--- config.mk ---
export PLATFORM = sky130hd
export DESIGN_NAME = input_conditioner
export DESIGN_NICKNAME = d
export VERILOG_FILES = /design/src/rtl/input_conditioner.sv
export SDC_FILE = /design/constraint.sdc
export NUM_CORES = 1
export LEC_CHECK = 0
export BUFFER_PORTS_ARGS = -buffer_cell sky130_fd_sc_hd__buf_2
export CORE_MARGIN = 4
export CORE_UTILIZATION = 47
export DETAILED_ROUTE_END_ITERATION = 7
export GPL_TIMING_DRIVEN = 0
export PLACE_DENSITY_LB_ADDON = 0.3
export RECOVER_POWER = 50
export SYNTH_ARGS = -nofsm -noshare
export SYNTH_HDL_FRONTEND = slang
export SYNTH_SLANG_ARGS = --single-unit
export TNS_END_PERCENT = 1
--- constraint.sdc ---
create_clock -name clk_i -period 2.57 [get_ports clk_i]
set_clock_uncertainty 0.15 [all_clocks]
set_input_delay 0.257 -clock clk_i [delete_from_list [all_inputs] [get_ports clk_i]]
set_output_delay 0.257 -clock clk_i [all_outputs]
set_load 0.02 [all_outputs]
--- src/rtl/input_conditioner.sv ---
// Multi-channel button/switch front end: synchroniser, debounce,
// level plus press/release strobes with optional auto-repeat.
module input_conditioner #(
  parameter int N               = 4,
  parameter int SYNC_STAGES     = 2,
  parameter int DEBOUNCE_CYCLES = 250000,
  parameter int REPEAT_EN       = 0,
  parameter int REPEAT_DELAY    = 50000000,
  parameter int REPEAT_PERIOD   = 10000000
) (
  input  logic         clk_i,
  input  logic         reset_i,
  input  logic [N-1:0] raw_in_i,
  output logic [N-1:0] level_o,
  output logic [N-1:0] press_o,
  output logic [N-1:0] release_o,
  output logic         any_press_o
);

  localparam int CW = $clog2(DEBOUNCE_CYCLES + 1);
  localparam int RMAX = (REPEAT_DELAY > REPEAT_PERIOD)
                      ? REPEAT_DELAY : REPEAT_PERIOD;
  localparam int RW = $clog2(RMAX + 1);

  localparam logic [CW-1:0] DB_LAST = CW'(DEBOUNCE_CYCLES - 1);
  localparam logic [RW-1:0] RD_LAST = RW'(REPEAT_DELAY - 1);
  localparam logic [RW-1:0] RP_LAST = RW'(REPEAT_PERIOD - 1);

  for (genvar c = 0; c < N; c++) begin : g_ch
    logic [SYNC_STAGES-1:0] sync_q, sync_d;
    logic [CW-1:0]          cnt_q, cnt_d;
    logic lvl_q, lvl_d;
    logic prs_q, prs_d;
    logic rel_q, rel_d;
    logic s, flip, rpt;

    assign s = sync_q[SYNC_STAGES-1];

    always_comb begin
      sync_d = SYNC_STAGES'({sync_q, raw_in_i[c]});
      flip   = (s != lvl_q) && (cnt_q == DB_LAST);
      cnt_d  = (s == lvl_q || flip) ? '0 : cnt_q + CW'(1);
      lvl_d  = flip ? s : lvl_q;
      prs_d  = (flip && s) || rpt;
      rel_d  = flip && !s;
    end

    always_ff @(posedge clk_i) begin
      if (reset_i) begin
        sync_q <= '0;
        cnt_q  <= '0;
        lvl_q  <= 1'b0;
        prs_q  <= 1'b0;
        rel_q  <= 1'b0;
      end else begin
        sync_q <= sync_d;
        cnt_q  <= cnt_d;
        lvl_q  <= lvl_d;
        prs_q  <= prs_d;
        rel_q  <= rel_d;
      end
    end

    if (REPEAT_EN != 0) begin : g_rpt
      logic [RW-1:0] rcnt_q, rcnt_d;
      logic per_q, per_d;
      logic fire;

      // per_q selects the period once the first repeat has fired
      always_comb begin
        fire   = lvl_q && !flip
              && (rcnt_q == (per_q ? RP_LAST : RD_LAST));
        rcnt_d = rcnt_q + RW'(1);
        per_d  = per_q;
        if (!lvl_q || flip) begin
          rcnt_d = '0;
          per_d  = 1'b0;
        end else if (fire) begin
          rcnt_d = '0;
          per_d  = 1'b1;
        end
      end

      always_ff @(posedge clk_i) begin
        if (reset_i) begin
          rcnt_q <= '0;
          per_q  <= 1'b0;
        end else begin
          rcnt_q <= rcnt_d;
          per_q  <= per_d;
        end
      end

      assign rpt = fire;
    end else begin : g_norpt
      assign rpt = 1'b0;
    end

    assign level_o[c]   = lvl_q;
    assign press_o[c]   = prs_q;
    assign release_o[c] = rel_q;
  end

  assign any_press_o = |press_o;

endmodule
==> results of run 1 <==
registers in the layout, summed over array words and instances, names as in the netlist:
| signal | flops |
|---|---|
| g_ch.cnt_q | 72 |
| g_ch.sync_q | 8 |
| g_ch.lvl_q | 4 |
| g_ch.prs_q | 4 |
| g_ch.rel_q | 4 |
kinds of logic after synthesis:
family | synth area share
simple gates | 0.3014
flops | 0.4645
xor+xnor | 0.1370
buf+inv | 0.04449
compound gates | 0.03250
fa+ha+maj | 0.01262
mux | 0.007574
cell usage in the layout, fill, tap and decap left out, types with 6 or more instances in the layout:
cell type,n
dfxtp_1,92
nor2_1,80
xnor2_1,46
nand3_1,25
nor4_1,22
nand4_1,22
clkbuf_1,21
nand2_1,17
xor2_1,16
nor3_1,14
buf_4,12
inv_1,10
clkbuf_8,9
or4_1,8
nor2b_1,8
a21oi_1,7
buf_2,6
and3_1,6
cell usage after synthesis (8+ instances only):
library cell,count
buf_4,12
dfxtp_1,92
inv_1,10
nand2_1,17
nand3_1,25
nand4_1,22
nor2_1,80
nor2b_1,8
nor3_1,14
nor4_1,22
xnor2_1,46
xor2_1,16
power by group through the flow:
stage	sequential [mW]	clock [mW]	combinational [mW]
global route	1.44	1.16	0.0404
CTS	1.44	1.10	0.0364
floorplan	1.47	0	0.0227
finish	1.44	1.06	0.0362
detailed placement	1.47	0	0.0318
global placement	1.47	0	0.0312
path summary, 6_finish.rpt:
check                                from                      endpoint  cells past startpoint
max           g_ch[3].cnt_q[0]$_SDFF_PP0_  g_ch[3].cnt_q[15]$_SDFF_PP0_                      6
min                               reset_i  g_ch[3].sync_q[0]$_SDFF_PP0_                      2
max reg2reg   g_ch[3].cnt_q[0]$_SDFF_PP0_  g_ch[3].cnt_q[15]$_SDFF_PP0_                      6
min reg2reg  g_ch[3].sync_q[0]$_SDFF_PP0_  g_ch[3].sync_q[1]$_SDFF_PP0_                      1
worst max-delay path, stage by stage, from the launching register on:
cell     delay, ns
dfxtp_1       0.39
ha_1          0.21
nand3_1       0.27
or4_1         0.64
o21ai_4       0.27
buf_2         0.27
nor2_1        0.07
area by class of cell:
type                            count  share of cell area
Multi-Input combinational cell    318              0.4406
Clock inverter                      6             0.02172
Sequential cell                    92              0.4152
Inverter                           10            0.008463
Tap cell                          105             0.02962
Timing Repair Buffer               21             0.02426
Clock buffer                       10             0.02877
Buffer                             22             0.03131
metal layers:
metal | GRT usage | share of wire | vias to the layer above
met2 | 0.2350 | 0.46 | 40
met1 | 0.1993 | 0.50 | 1377
met3 | 0.04100 | 0.038 | 6
met5 | 0 | 0 | -
li1 | - | - | 1588
met4 | 0.05147 | 0.012 | 0
timing repair:
action,in CTS,in global routing
setup endpoints to repair,0,9
hold endpoints to repair,4,0
resized for setup,0,2
hold buffers,4,0
per-stage QoR:
stage	instance area (um2)	setup WS (ns)	hold slack (ns)	instances
6_report	4436	0.1870	0.1339	584
3_3_place_gp	4182	0.1987	0.2708	564
3_5_place_dp	4182	0.1461	0.2712	564
4_1_cts	4446	0.1282	0.1228	584
5_1_grt	4436	0.04000	0.1458	584
2_1_floorplan	3965	0.5029	0.2352	442
==> results.toml, run 1 <==
[power_and_ir_drop]
ir_drop_mv = 0.3255
finalPower_mw = 2.536
leakage_nw = 1.329
cellPowerDensity_nw_per_um2 = 571.7
internal-power_mw = 2.008
sw_frac_of_total = 0.2080
clkPwrFrac = 0.419
combPwrFrac = 0.014
p_switching_uw = 527.5
seqPwrFrac = 0.567

[layout]
fillCellCount = 782
antennaDiodeCount = 0
area_growth_pct = 11.86
fin_util = 0.5398
drive_gt1_frac = 0.09186
multiInputGateArea_um2 = 1954
register_area_um2 = 1842
fin_nets = 484

[grt]
antenna_found_initial = 0
grt_max_degree = 17
grt_pass1_wl_um = 12510
grt.overflow.total = 0
grt_usage = 0.1498
grt_pass1_vias = 2803

[yosys]
synth_seq_cells = 92
avgSynthCellArea_um2 = 8.971
synth_cell_types = 38
yosys.area.top_type_share = 0.4645
ys_async_sr_fraction = 0
synth_top_area_cell = "dfxtp_1"
syn_area_um2 = 3965
synth_nets = 452
synth_edf_count = 0
syn_inst = 442
yosysSeqAreaShare = 0.4645
synth_area_leaders = "dfxtp_1, xnor2_1, nor2_1"
yosys_warnings = 0
synth_ff_type = "dfxtp_1"

[worst_hold_path]
hold_path_class = "primary input to register"

[sta]
finalSetupViolCount = 0
max-slew-margin-rel = 0.6069
worst_pin_slew_ns = 0.5843
rsz0062_at_grt = "false"
min_period_over_period = 0.9273
drv_slew = 0
finalHoldViolCount = 0
period_minus_slack_ns = 2.383
finalSetupTns_ns = 0
max_freq_mhz = 419.6

[cts]
clk_pin_slew_worst_paths_ns = 0.09
h-tree-depth = 3
cts_root_buffer = "clkbuf_8"
clock-sinks = 92
clock_latency_ns = 0.35
postCtsSetupRepairBufs = 0
cts_tree = "yes"
cts_buffers = 9
cts_max_path_buffers = 2

[floorplanning]
core-area_um2 = 8217
chipWidth_um = 99.85
rows = 33
io_pins = 19
die_y_um = 99.85
die-area_um2 = 9970
initial_core_util = 0.4826

[drt]
drc = 0
drt_first_pass_iters = 4
vias = 3011
ant_nets = 0
wl_per_cell_um = 12.11
drt-total-wl_um = 7071
drt_iter0_markers = 58
viasPerCell = 5.156

[critical_path]
start_kind = "register"
required_ns = 2.66
critPathKind = "register to register"
r2r_slack_ns = 0.19
crit_path_max_fanout = 10
end_kind = "register"
critPathArrivalTime_ns = 2.48

[placement]
place.gp.congestion = 0.7857
dp_hpwl_um = 5048
io_buffers = 17

[status]
status = "finished clean"

[job]
max_cap_viol_count = 0
Power figures use the tool's default switching activity.
==> run 2: changes to the inputs <==
--- a/config.mk
+++ b/config.mk
@@ -12,6 +12,7 @@
 export GPL_TIMING_DRIVEN = 0
 export PLACE_DENSITY_LB_ADDON = 0.3
 export RECOVER_POWER = 50
+export SETUP_SLACK_MARGIN = 0.3
 export SYNTH_ARGS = -nofsm -noshare
 export SYNTH_HDL_FRONTEND = slang
 export SYNTH_SLANG_ARGS = --single-unit
==> run 2 against run 1 <==
  * Hold slack hardly changed
  * Critical path type unchanged
  * Global-route usage grew 0.12 points
  * Count of clock-buffer cells in the layout is the same
  * Critical endpoint unchanged
  * Cell count increased by 1.2%
  * Via count up 0.70%
  * Non-clock buffer count is 7 higher
  * Die area did not move
  * Largest cell class unchanged
  * Sequential power barely moved
  * Final area is 1.7% higher
  * Combinational power increased by 12%
  * Highest routed layer unchanged
==> results.toml, run 2 (synthesis results as in run 1) <==
[drt]
vias = 3032
drt_first_pass_iters = 4
drt_iter0_markers = 75
drt-total-wl_um = 7136
ant_nets = 0
viasPerCell = 5.130
wl_per_cell_um = 12.07
drc = 0

[critical_path]
crit_path_max_fanout = 10
end_kind = "register"
critPathKind = "register to register"
reg2reg_depth = 6
critPathTopFamily = "simple AND/OR/NAND/NOR gates"
crit_slowest_cell = "or4_4"
critical_path_depth = 6
path_cells = "ha_1 -> nand3_1 -> or4_4 -> o21ai_4 -> clkbuf_4 -> nor2_1"
required_ns = 2.67
critPathArrivalTime_ns = 2.40
start_kind = "register"
critPathBufInv = 1
slowest_delay_ns = 0.60
r2r_slack_ns = 0.27

[power_and_ir_drop]
finalPower_mw = 2.543
cellPowerDensity_nw_per_um2 = 563.7
ir_drop_mv = 0.3255
leakage_nw = 1.366

[floorplanning]
die-area_um2 = 9970
die_y_um = 99.85
rows = 33
chipWidth_um = 99.85
core-area_um2 = 8217
initial_core_util = 0.4826
io_pins = 19

[worst_hold_path]
hold_depth = 2
hold_path_class = "primary input to register"

[grt]
antenna_found_initial = 0
grt_max_degree = 17
grt.overflow.total = 0
grt_pass1_wl_um = 12580
grt_pass1_vias = 2817
grt_usage = 0.1510

[layout]
fin_util = 0.5490
largest_reg_flops = 72
drive_gt1_frac = 0.1111
layout_common_cells = "dfxtp_1, nor2_1, xnor2_1"
final_cell_area_um2 = 4511
antennaDiodeCount = 0
fillCellCount = 772
regMostFlops = "g_ch.cnt_q"
final_common_cell = "dfxtp_1"
fin_nets = 491
reg_top3 = "g_ch.cnt_q (72), g_ch.sync_q (8)"
area_growth_pct = 13.76

[cts]
clk_pin_slew_worst_paths_ns = 0.09
h-tree-depth = 3
clock_latency_ns = 0.35
cts_tree = "yes"
clock-sinks = 92
cts_max_path_buffers = 2
cts_root_buffer = "clkbuf_8"
cts_buffers = 9

[sta]
max_freq_mhz = 434.4
fin_ws_ns = 0.2678
drv_slew = 0
min_period_over_period = 0.8958
finalSetupViolCount = 0
period_minus_slack_ns = 2.302
finalSetupTns_ns = 0
finalHoldViolCount = 0
rsz0062_at_grt = "true"
worst_pin_slew_ns = 0.5859
max-slew-margin-rel = 0.6058

[job]
max_cap_viol_count = 0

[placement]
dp_hpwl_um = 5048
place.gp.congestion = 0.7857
io_buffers = 17
post-place-ws_ns = 0.1461
dpl-instance-area_um2 = 4182

[status]
status = "finished clean"
[run 2: cell types whose count changed in the layout (fill, tap and decap cells not counted)]
cell / delta
or4_1: -2
buf_2: -1
clkbuf_4: +6
o21ai_4: +1
buf_4: +2
or4_4: +2
nand3_2: +1
o21ai_2: -1
nand3_1: -1
[run 2: metrics by stage]
stage / hold WS [ns] / instances
final: 0.1344 / 591
after global routing: 0.1434 / 591
after CTS: 0.1228 / 584
after detailed placement: 0.2712 / 564
after global placement: 0.2708 / 564
after floorplan: 0.2352 / 442
[run 2: worst reg2reg max path, stage by stage (launching register included)]
cell and delay, ns:
dfxtp_1 0.39, ha_1 0.21, nand3_1 0.27, or4_4 0.60, o21ai_4 0.25, clkbuf_4 0.25, nor2_1 0.06
[run 2: cell type report]
class                           instances  area, um2  area share
Timing Repair Buffer                   28      160.2     0.03551
Multi-Input combinational cell        318       1974      0.4377
Sequential cell                        92       1842      0.4083
Clock inverter                          6      96.34     0.02136
Tap cell                              105      131.4     0.02913
Clock buffer                           10      127.6     0.02829
Inverter                               10      37.54    0.008322
Buffer                                 22      141.4     0.03135
[run 2: repair_timing]
action                                 CTS  global route
hold buffers                             4             0
resized for setup                        2             5
endpoints found under the hold margin    4             0
pin swaps                                0             3
buffers inserted                         0             7
setup endpoints to repair               29            44
[run 2: worst paths after layout]
kind,from,end
worst min register to register,g_ch[3].sync_q[0]$_SDFF_PP0_,g_ch[3].sync_q[1]$_SDFF_PP0_
worst min-delay path,reset_i,g_ch[3].sync_q[0]$_SDFF_PP0_
worst max-delay path,g_ch[3].cnt_q[0]$_SDFF_PP0_,g_ch[3].cnt_q[15]$_SDFF_PP0_
worst max register to register,g_ch[3].cnt_q[0]$_SDFF_PP0_,g_ch[3].cnt_q[15]$_SDFF_PP0_
[run 2: per-layer routing]
layer | global-route usage | up-vias | routed length [um]
met3 | 0.04100 | 9 | 234
met5 | 0 | - | 0
met4 | 0.05147 | 0 | 119
met2 | 0.2381 | 37 | 3212
li1 | - | 1600 | -
met1 | 0.2002 | 1386 | 3569
[run 2: report_power, final]
group          internal, mW  switching [mW]  leakage (nW)
clock network         0.560           0.505         0.109
logic                0.0201          0.0203         0.514
registers              1.43         0.00507         0.743
total                  2.01           0.531          1.37
==> run 3: changes to the inputs <==
--- a/config.mk
+++ b/config.mk
@@ -5,6 +5,7 @@
 export SDC_FILE = /design/constraint.sdc
 export NUM_CORES = 1
 export LEC_CHECK = 0
+export ABC_AREA = 1
 export BUFFER_PORTS_ARGS = -buffer_cell sky130_fd_sc_hd__buf_2
 export CORE_MARGIN = 4
 export CORE_UTILIZATION = 47
==> run 3 against run 2 <==
  * Wire length grew 26%
  * Sequential power is essentially flat
  * Synthesized cell count is 47% higher
  * Clock power increased by 10%
  * Count of clock-buffer cells in the layout is 1 lower
  * Combinational power up 7.4%
  * Via count is 31% higher
  * Area after synthesis is 15% higher
  * Non-clock buffer count is 11 lower
  * Highest routed layer unchanged
  * Hold slack worse by 0.0098 ns
  * Register-to-register slack better by 0.31 ns
  * First-iteration DRC count grew 72%
  * Critical endpoint is now g_ch[3].cnt_q[10]$_SDFF_PP0_
==> results.toml, run 3 <==
[yosys]
synth_top_family_by_area = "simple AND/OR/NAND/NOR gates"
synth_most_common_cell = "nand2_1"
syn_area_um2 = 4572
syn_inst = 650
synth_area_leaders = "dfxtp_1, nand2_1, nor2_1"
avgSynthCellArea_um2 = 7.034
synth_ff_type = "dfxtp_1"
synth_common_cells = "nand2_1, nor2_1, dfxtp_1"
yosys_warnings = 0
synthMuxAreaShare = 0
synth_top_area_cell = "dfxtp_1"
synth_nets = 660
synth_compound_gate_area_share = 0.04078
yosys.area.top_type_share = 0.4028
synthAdderAreaFrac = 0.01095
synthXorXnorAreaFrac = 0.07663
synth_seq_cells = 92
synth_cell_types = 31
ys_async_sr_fraction = 0
yosysSeqAreaShare = 0.4028
synthSimpleGateAreaFrac = 0.3807
synth_edf_count = 0

[floorplanning]
chipWidth_um = 106.6
initial_core_util = 0.4879
die-area_um2 = 11370
io_pins = 19
rows = 35
die_y_um = 106.6
core-area_um2 = 9371

[placement]
place.gp.congestion = 0.8705
dp_hpwl_um = 6769
dpl-instance-area_um2 = 4823
io_buffers = 18

[critical_path]
slowest_delay_ns = 0.40
crit_path_max_fanout = 10
crit_slowest_cell = "dfxtp_1"
start_kind = "register"
critPathKind = "register to register"
required_ns = 2.67
path_cells = "ha_1 -> nand3_1 -> clkinvlp_2 -> nand3_1 -> o21bai_4 -> buf_6 -> nor2_1"
end_kind = "register"
crit_top_cell = "nand3_1"
critPathArrivalTime_ns = 2.09
critPathTopFamily = "simple AND/OR/NAND/NOR gates"
critPathBufInv = 2

[sta]
finalHoldViolCount = 0
max_freq_mhz = 502.2
period_minus_slack_ns = 1.991
rsz0062_at_grt = "false"
worst_pin_slew_ns = 0.4362
finalSetupViolCount = 0
finalSetupTns_ns = 0
min_period_over_period = 0.7749
max-slew-margin-rel = 0.7070
drv_slew = 0

[cts]
clk_pin_slew_worst_paths_ns = 0.09
h-tree-depth = 3
cts_root_buffer = "clkbuf_8"
clock_latency_ns = 0.36
cts_buffers = 9
cts_tree = "yes"
cts-hold-fix-buffers = 4
cts_resized = 0
postCtsSetupRepairBufs = 0
cts_max_path_buffers = 2
clock-sinks = 92

[layout]
fin_nets = 693
reg_top3 = "g_ch.cnt_q (72), g_ch.sync_q (8)"
drive_gt1_frac = 0.07558
fillCellCount = 978
largest_reg_flops = 72
layout_common_cells = "nand2_1, nor2_1, dfxtp_1"
regMostFlops = "g_ch.cnt_q"
multiInputGateArea_um2 = 2292
final_cell_area_um2 = 5057
final_common_cell = "nand2_1"
register_area_um2 = 1842
antennaDiodeCount = 0
area_growth_pct = 10.62

[drt]
wl_per_cell_um = 11.04
ant_nets = 0
drt_first_pass_iters = 5
vias = 3979
drt-total-wl_um = 9019
viasPerCell = 4.870
drt_iter0_markers = 129
drc = 0

[power_and_ir_drop]
cellPowerDensity_nw_per_um2 = 525.4
ir_drop_mv = 0.2809
leakage_nw = 1.759

[status]
status = "finished clean"

[job]
max_cap_viol_count = 0

[grt]
grt_max_degree = 17
antenna_found_initial = 0
grt_pass1_vias = 3847
grt.overflow.total = 0
grt_pass1_wl_um = 16060
grt_usage = 0.1682

[worst_hold_path]
hold_path_class = "primary input to register"
-- run 3: cell count changes after synthesis, moves of 6 or more --
cell     change
xor2_1      +13
nor4_1      -16
and3_1       -6
nor2_1      +59
xnor2_1     -35
nor2b_1      -8
a21oi_1     +13
nand2_1    +141
nand3_1     +12
inv_1       +59
nor3_1       -7
or4_1        -6
-- run 3: area by class of cell --
type	count	share of cell area
multi-input cells	470	0.4532
repair buffers	22	0.02227
plain buffers	17	0.02672
inverters	71	0.05294
clock buffers	9	0.02449
flip-flops and latches	92	0.3642
well taps	129	0.03191
clock inverters	7	0.02425
-- run 3: kinds of logic (layout without fill, tap and decap cells) --
family                   after synthesis  count (layout)
buffers and inverters                 88             126
XOR/XNOR                              40              40
flip-flops                            92              92
AO/OA/AOI/OAI                         29              29
AND/OR/NAND/NOR                      397             397
adder cells (fa/ha/maj)                4               4
-- run 3: power breakdown --
part | internal, mW | switching [mW]
combinational | 0.0174 | 0.0260
sequential | 1.43 | 0.00499
clock | 0.651 | 0.526
total | 2.10 | 0.557
-- run 3: per-stage QoR --
step / power (mW) / util / hold WS [ns] / setup slack (ns) / instances
after global routing: 2.751 / 0.5397 / 0.1849 / 0.3843 / 817
after detailed placement: 1.510 / 0.5147 / 0.2458 / 0.8007 / 797
after floorplan: 1.497 / - / 0.2140 / 1.019 / 650
final: 2.657 / 0.5397 / 0.1245 / 0.5786 / 817
after global placement: 1.509 / 0.5147 / 0.2478 / 0.8017 / 797
after CTS: 2.687 / 0.5453 / 0.05675 / 0.7866 / 817
-- run 3: tightest hold or removal path, cell delays in order --
cell and delay, ns:
clkbuf_1 0.15, nor2_1 0.07, nand4_1 0.07, nand2_1 0.05
-- run 3: worst paths after layout --
path | startpoint | to | slack [ns] | cells after the start
max | g_ch[3].cnt_q[0]$_SDFF_PP0_ | g_ch[3].cnt_q[10]$_SDFF_PP0_ | 0.58 | 7
min | reset_i | g_ch[3].lvl_q$_SDFFE_PP0P_ | 0.12 | 4
max reg2reg | g_ch[3].cnt_q[0]$_SDFF_PP0_ | g_ch[3].cnt_q[10]$_SDFF_PP0_ | 0.58 | 7
min reg2reg | g_ch[2].sync_q[0]$_SDFF_PP0_ | g_ch[2].sync_q[1]$_SDFF_PP0_ | 0.25 | 2
-- run 3: layer usage --
layer  global-route usage  part of all wire  vias to the layer above  wire length, um
li1                     -                 -                     2095                -
met1               0.2066              0.48                     1811             4297
met2               0.2941              0.48                       61             4331
met3              0.02950             0.030                       12              273
met4              0.06210             0.013                        0              116
met5                    0                 0                        -                0
